**src/rtl/video_pkg.sv**
```systemverilog
// Shared video timing package.
// Holds the XGA 1024x768 @ 60 Hz raster constants used by the timing
// generator and by the picture/sprite blocks, plus the counter widths.
package video_pkg;

   // Counter widths: 11 bits covers H_TOTAL up to 2048, 10 bits V_TOTAL up to 1024
   localparam int HCOUNT_W = 11;
   localparam int VCOUNT_W = 10;
   localparam int FCOUNT_W = 8;

   // XGA 1024x768 @ 60 Hz, 65 MHz pixel clock
   localparam int XGA_H_ACTIVE = 1024;
   localparam int XGA_H_FP     = 24;
   localparam int XGA_H_SYNC   = 136;
   localparam int XGA_H_BP     = 160;
   localparam int XGA_V_ACTIVE = 768;
   localparam int XGA_V_FP     = 3;
   localparam int XGA_V_SYNC   = 6;
   localparam int XGA_V_BP     = 29;

endpackage

```
**src/rtl/sync_delay_line.sv**
```systemverilog
// Parameterised-depth, clock-enable-gated shift register for 1-bit timing
// signals. The whole chain resets to i_rst_val so that a delayed sync or
// blank reads as inactive until real data has propagated through.
// Ports:
//   i_clk     - clock, rising edge
//   i_rst_n   - asynchronous active-low reset
//   i_ce      - shift enable; chain holds when low
//   i_rst_val - value loaded into every stage on reset (tie to a constant)
//   i_d       - serial input
//   o_q       - output, i_d delayed DEPTH enabled cycles
module sync_delay_line #(
   parameter int DEPTH = 1
) (
   input  logic i_clk,
   input  logic i_rst_n,
   input  logic i_ce,
   input  logic i_rst_val,
   input  logic i_d,
   output logic o_q
);

   logic [DEPTH-1:0] r_sr;

   always_ff @(posedge i_clk or negedge i_rst_n) begin
      if (!i_rst_n) begin
         r_sr <= {DEPTH{i_rst_val}};
      end else if (i_ce) begin
         r_sr[0] <= i_d;
         for (int i = 1; i < DEPTH; i++) begin
            r_sr[i] <= r_sr[i-1];
         end
      end
   end

   assign o_q = r_sr[DEPTH-1];

endmodule

```
**src/rtl/video_timing_gen.sv**
```systemverilog
// Raster timing generator.
// Produces hcount/vcount plus hsync, vsync and blank aligned to the counters,
// and copies of the syncs/blank delayed PIPE_DELAY enabled cycles so they line
// up with pixels that downstream blocks return a few cycles after the counts.
// Ports:
//   pixel_clk   - pixel clock, rising edge
//   reset_n     - asynchronous active-low reset
//   ce          - pixel clock enable; everything holds while low
//   hcount      - current column, 0..H_TOTAL-1
//   vcount      - current line, 0..V_TOTAL-1
//   hsync/vsync - active-low syncs aligned to hcount/vcount
//   blank       - high outside the active area, aligned to hcount/vcount
//   hsync_d/vsync_d/blank_d - the above delayed PIPE_DELAY ce-cycles
//   frame_start - one ce-cycle pulse when the counters wrap to (0,0)
//   frame_count - completed frames, modulo 256
module video_timing_gen
   import video_pkg::*;
#(
   parameter int H_ACTIVE   = XGA_H_ACTIVE,
   parameter int H_FP       = XGA_H_FP,
   parameter int H_SYNC     = XGA_H_SYNC,
   parameter int H_BP       = XGA_H_BP,
   parameter int V_ACTIVE   = XGA_V_ACTIVE,
   parameter int V_FP       = XGA_V_FP,
   parameter int V_SYNC     = XGA_V_SYNC,
   parameter int V_BP       = XGA_V_BP,
   parameter int PIPE_DELAY = 1
) (
   input  logic                pixel_clk,
   input  logic                reset_n,
   input  logic                ce,
   output logic [HCOUNT_W-1:0] hcount,
   output logic [VCOUNT_W-1:0] vcount,
   output logic                hsync,
   output logic                vsync,
   output logic                blank,
   output logic                hsync_d,
   output logic                vsync_d,
   output logic                blank_d,
   output logic                frame_start,
   output logic [FCOUNT_W-1:0] frame_count
);

   localparam int H_TOTAL = H_ACTIVE + H_FP + H_SYNC + H_BP;
   localparam int V_TOTAL = V_ACTIVE + V_FP + V_SYNC + V_BP;

   generate
      if (H_TOTAL > (1 << HCOUNT_W)) begin : g_h_total_chk
         $error("video_timing_gen: H_TOTAL exceeds hcount range");
      end
      if (V_TOTAL > (1 << VCOUNT_W)) begin : g_v_total_chk
         $error("video_timing_gen: V_TOTAL exceeds vcount range");
      end
      if (PIPE_DELAY < 1 || PIPE_DELAY > 4) begin : g_pipe_chk
         $error("video_timing_gen: PIPE_DELAY must be 1..4");
      end
   endgenerate

   // Decode boundaries at counter width so every compare is unsigned
   localparam logic [HCOUNT_W-1:0] H_LAST   = HCOUNT_W'(H_TOTAL - 1);
   localparam logic [HCOUNT_W-1:0] H_VIS    = HCOUNT_W'(H_ACTIVE);
   localparam logic [HCOUNT_W-1:0] HS_BEG   = HCOUNT_W'(H_ACTIVE + H_FP);
   localparam logic [HCOUNT_W-1:0] HS_END   = HCOUNT_W'(H_ACTIVE + H_FP + H_SYNC);
   localparam logic [VCOUNT_W-1:0] V_LAST   = VCOUNT_W'(V_TOTAL - 1);
   localparam logic [VCOUNT_W-1:0] V_VIS    = VCOUNT_W'(V_ACTIVE);
   localparam logic [VCOUNT_W-1:0] VS_BEG   = VCOUNT_W'(V_ACTIVE + V_FP);
   localparam logic [VCOUNT_W-1:0] VS_END   = VCOUNT_W'(V_ACTIVE + V_FP + V_SYNC);

   logic [HCOUNT_W-1:0] r_hcount;
   logic [VCOUNT_W-1:0] r_vcount;
   logic                r_hsync;
   logic                r_vsync;
   logic                r_blank;
   logic                r_frame_start;
   logic [FCOUNT_W-1:0] r_frame_count;

   logic [HCOUNT_W-1:0] w_hcount_nxt;
   logic [VCOUNT_W-1:0] w_vcount_nxt;
   logic                w_h_last;
   logic                w_v_last;
   logic                w_wrap;
   logic                w_hsync_nxt;
   logic                w_vsync_nxt;
   logic                w_blank_nxt;

   // Syncs and blank are decoded from the next counter values so that the
   // registered versions describe the counts presented in the same cycle.
   always_comb begin
      w_h_last     = (r_hcount == H_LAST);
      w_v_last     = (r_vcount == V_LAST);
      w_wrap       = w_h_last && w_v_last;
      w_hcount_nxt = r_hcount + HCOUNT_W'(1);
      w_vcount_nxt = r_vcount;
      if (w_h_last) begin
         w_hcount_nxt = '0;
         w_vcount_nxt = w_v_last ? '0 : r_vcount + VCOUNT_W'(1);
      end
      w_hsync_nxt = !((w_hcount_nxt >= HS_BEG) && (w_hcount_nxt < HS_END));
      w_vsync_nxt = !((w_vcount_nxt >= VS_BEG) && (w_vcount_nxt < VS_END));
      w_blank_nxt = (w_hcount_nxt >= H_VIS) || (w_vcount_nxt >= V_VIS);
   end

   always_ff @(posedge pixel_clk or negedge reset_n) begin
      if (!reset_n) begin
         r_hcount      <= '0;
         r_vcount      <= '0;
         r_hsync       <= 1'b1;
         r_vsync       <= 1'b1;
         r_blank       <= 1'b0;
         r_frame_start <= 1'b0;
         r_frame_count <= '0;
      end else if (ce) begin
         r_hcount      <= w_hcount_nxt;
         r_vcount      <= w_vcount_nxt;
         r_hsync       <= w_hsync_nxt;
         r_vsync       <= w_vsync_nxt;
         r_blank       <= w_blank_nxt;
         // Only a real wrap raises the pulse, so the (0,0) after reset is silent
         r_frame_start <= w_wrap;
         if (w_wrap) begin
            r_frame_count <= r_frame_count + FCOUNT_W'(1);
         end
      end
   end

   // Delayed copies reset to inactive (syncs high, blank high) so the output
   // stays dark until the pipeline holds real samples.
   sync_delay_line #(.DEPTH(PIPE_DELAY)) u_hsync_dl (
      .i_clk     (pixel_clk),
      .i_rst_n   (reset_n),
      .i_ce      (ce),
      .i_rst_val (1'b1),
      .i_d       (r_hsync),
      .o_q       (hsync_d)
   );

   sync_delay_line #(.DEPTH(PIPE_DELAY)) u_vsync_dl (
      .i_clk     (pixel_clk),
      .i_rst_n   (reset_n),
      .i_ce      (ce),
      .i_rst_val (1'b1),
      .i_d       (r_vsync),
      .o_q       (vsync_d)
   );

   sync_delay_line #(.DEPTH(PIPE_DELAY)) u_blank_dl (
      .i_clk     (pixel_clk),
      .i_rst_n   (reset_n),
      .i_ce      (ce),
      .i_rst_val (1'b1),
      .i_d       (r_blank),
      .o_q       (blank_d)
   );

   assign hcount      = r_hcount;
   assign vcount      = r_vcount;
   assign hsync       = r_hsync;
   assign vsync       = r_vsync;
   assign blank       = r_blank;
   assign frame_start = r_frame_start;
   assign frame_count = r_frame_count;

endmodule

```
**config.mk**
```make
export PLATFORM = sky130hd
export DESIGN_NAME = video_timing_gen
export DESIGN_NICKNAME = d
export VERILOG_FILES = /design/src/rtl/video_pkg.sv /design/src/rtl/sync_delay_line.sv /design/src/rtl/video_timing_gen.sv
export SDC_FILE = /design/constraint.sdc
export NUM_CORES = 1
export LEC_CHECK = 0
export CORE_AREA = 2 2 68 70
export DETAILED_ROUTE_END_ITERATION = 12
export DIE_AREA = 0 0 70 72
export HOLD_SLACK_MARGIN = 0.03
export PLACE_DENSITY = 0.77
export SETUP_SLACK_MARGIN = 0.3
export SKIP_CTS_REPAIR_TIMING = 1
export SKIP_LAST_GASP = 1
export SYNTH_ARGS = -nofsm -noshare
export SYNTH_HDL_FRONTEND = slang
export SYNTH_SLANG_ARGS = --single-unit
```
**constraint.sdc**
```tcl
create_clock -name pixel_clk -period 3 [get_ports pixel_clk]
set_input_delay 0.75 -clock pixel_clk [delete_from_list [all_inputs] [get_ports pixel_clk]]
set_output_delay 0.75 -clock pixel_clk [all_outputs]
set_load 0.01 [all_outputs]
```
==> flow_summary.yaml <==
clocking:
  cts_inserted_buffers: 5
  clkSinkCount: 36
  cts_max_path_buffers: 2
  cts_htree_levels: 2
  path_clk_slew_ns: 0.08
  cts_tree: "yes"
  clock_latency_ns: 0.29
  cts_root_buf: "clkbuf_8"
floorplanning:
  core_area_sq_mm: 0.00426
  die_h_um: 72
  die-area_sq_mm: 0.00504
  rows: 24
  die_x_um: 70
  start_util: 0.501
  ios: 39
placement:
  dp_worst_setup_slack_ns: 0.465
  place_hpwl_um: 3190
  io_buffer_count: 38
  gp_congestion: 0.873
setup_path:
  crit_chain: "nor4b_4, and4_2, nand3_1, mux2i_1, mux2_2, o41a_1"
  crit_arrival_ns: 2.74
  crit_fanout: 12
  setup.worst_path.start_class: "register"
  cp-end-kind: "register"
  critical_path_class: "register to register"
  worstPathRequired_ns: 3.22
  critPathTopFamily: "simple AND/OR/NAND/NOR gates"
  max_stage_delay_ns: 0.52
  crit_slowest_cell: "dfrtp_1"
  path_buf_inv: 0
yosys:
  yosysUniqueCellTypes: 48
  syn_inst: 225
  synth.ff_latch_count: 36
  ys.warnings.count: 0
  synth_edf_count: 0
  async_reset_ff_frac: 1.00
  avgSynthCellArea_sq_um: 9.50
  synth_fp_nets: 233
  ys_seq_area_frac: 0.424
  yosys_most_used_dff: "dfrtp_1"
  syn-cell-area_sq_mm: 0.00214
power_and_ir_drop:
  ir_drop_uv: 389
  leakage_nw: 1.08
  power_density_mw_per_mm2: 517
sta:
  maxSlewHeadroom: 0.699
  setup_viol: 0
  final-hold-violation-count: 0
  setup_tns_ns: 0
  rsz0062_at_grt: "no"
  worst_pin_slew_ns: 0.452
  post-route-min-period_ns: 2.51
  fin_crit_sh: 0.838
  fin_ws_ns: 0.486
  fin_skew_ns: 0.0129
  maxSlewViolCount: 0
  max_freq_mhz: 398
drt:
  drtIter0Drc: 170
  viasPerCell: 5.92
  routed_wl_um: 4660
  wire_per_inst_um: 15.0
  drtPass1Iterations: 4
  ant_nets: 0
  drcViolationCount: 0
  vias: 1841
global_route:
  grt_max_degree: 37
  grt_overflow_total: 0
  grt_usage: 0.196
  grt_pass1_wl_um: 7920
  antenna_found_initial: 0
  grt_pass1_vias: 1679
final_layout:
  mostFrequentLayoutCells: "clkdlybuf4s50_1 (38), dfrtp_1 (30), nand2_1 (19), o21ai_0 (14), nand3_1 (14)"
  n_antenna_cell: 0
  nets: 266
  drive_gt1_frac: 0.124
  area_growth_pct: 24.5
  final_common_cell: "clkdlybuf4s50_1"
outcome:
  outcome: "complete, no violations"
job:
  cap_violations: 0
min_path:
  hold_class: "register to register"
-- worst reg2reg max path, stage by stage, from the launching register on --
cell     delay, ns
dfrtp_1       0.52
nor4b_4       0.40
and4_2        0.41
nand3_1       0.13
mux2i_1       0.23
mux2_2        0.36
o41a_1        0.40
-- Yosys cell counts (2+ instances only) --
| cell type | instances | share of area |
|---|---|---|
| dfrtp_1 | 31 | 0.36 |
| nand2_1 | 19 | 0.033 |
| nand3_1 | 14 | 0.033 |
| o21ai_0 | 14 | 0.033 |
| nor2_1 | 13 | 0.023 |
| xnor2_1 | 13 | 0.053 |
| clkbuf_1 | 10 | 0.018 |
| nand4_1 | 10 | 0.029 |
| a21oi_1 | 8 | 0.019 |
| mux2_2 | 7 | 0.037 |
| o31ai_1 | 7 | 0.025 |
| and2_1 | 6 | 0.018 |
| and3_1 | 6 | 0.018 |
| a31oi_1 | 5 | 0.015 |
| dfstp_2 | 5 | 0.061 |
| ha_1 | 5 | 0.029 |
| xor2_1 | 5 | 0.020 |
| inv_1 | 4 | 0.0070 |
| nor3_1 | 4 | 0.0094 |
| and4_1 | 3 | 0.012 |
| mux2i_1 | 3 | 0.014 |
| buf_2 | 2 | 0.0047 |
| nand4b_1 | 2 | 0.0082 |
| o211ai_1 | 2 | 0.0070 |
| o22ai_1 | 2 | 0.0059 |
| or2_2 | 2 | 0.0059 |
| or3_1 | 2 | 0.0059 |
-- area by class of cell --
type                       count  area (sq um)
clock buffer                   7          96.3
clock inverter                 1          30.0
fill                         361          1600
inverter                       4          15.0
multi-input combinational    171          1150
sequential                    36           908
tap                           52          65.1
timing repair buffer          40           395
-- metrics by stage --
step	total power, mW	area, sq um	cells	util	hold slack [ns]
finish	1.38	2660	311	0.624	0.473
global placement	0.910	2530	303	0.594	0.466
floorplan	0.770	2140	225	-	0.454
global route	1.44	2660	311	0.624	0.498
detailed placement	0.920	2530	303	0.594	0.474
CTS	1.38	2660	311	0.624	0.483
-- path summary, 6_finish.rpt --
check,start,end,depth (start not counted),slack [ns]
setup / recovery,hcount[7],vsync,6,0.49
hold / removal,frame_count[7],frame_count[7],1,0.47
setup reg to reg,hcount[7],vsync,6,0.49
hold reg to reg,frame_count[7],frame_count[7],1,0.47
max in group asynchronous,reset_n,u_hsync_dl.o_q,2,1.77
min in group asynchronous,reset_n,hcount[9],2,0.88
-- logic make-up (layout without fill, tap and decap cells) --
family                     after synthesis  after routing  synth area share
buffers and inverters                   18             52            0.0380
DFF                                     36             36             0.424
adders and majority gates                5              5            0.0293
AOI/OAI and AO/OA                       47             47             0.140
and+or+nand+nor                         91             91             0.244
xor gates and xnor gates                18             18            0.0737
muxes                                   10             10            0.0509
-- sequential cells by signal (all words and copies together), names as in the netlist --
name,flops
hcount,11
vcount,10
frame_count,8
blank,1
frame_start,1
hsync,1
u_blank_dl.o_q,1
u_hsync_dl.o_q,1
u_vsync_dl.o_q,1
vsync,1
-- per-layer routing --
metal  GRT usage  wire (um)
met1       0.265       2110
met2       0.316       2270
met3      0.0417        229
met4      0.0705         46
met5           0          0
-- power by group --
| part | switching (mW) | internal (mW) |
|---|---|---|
| combinational | 0.121 | 0.164 |
| clock | 0.172 | 0.293 |
| sequential | 0.0866 | 0.540 |
| total | 0.380 | 0.997 |
Power figures use the tool's default switching activity.
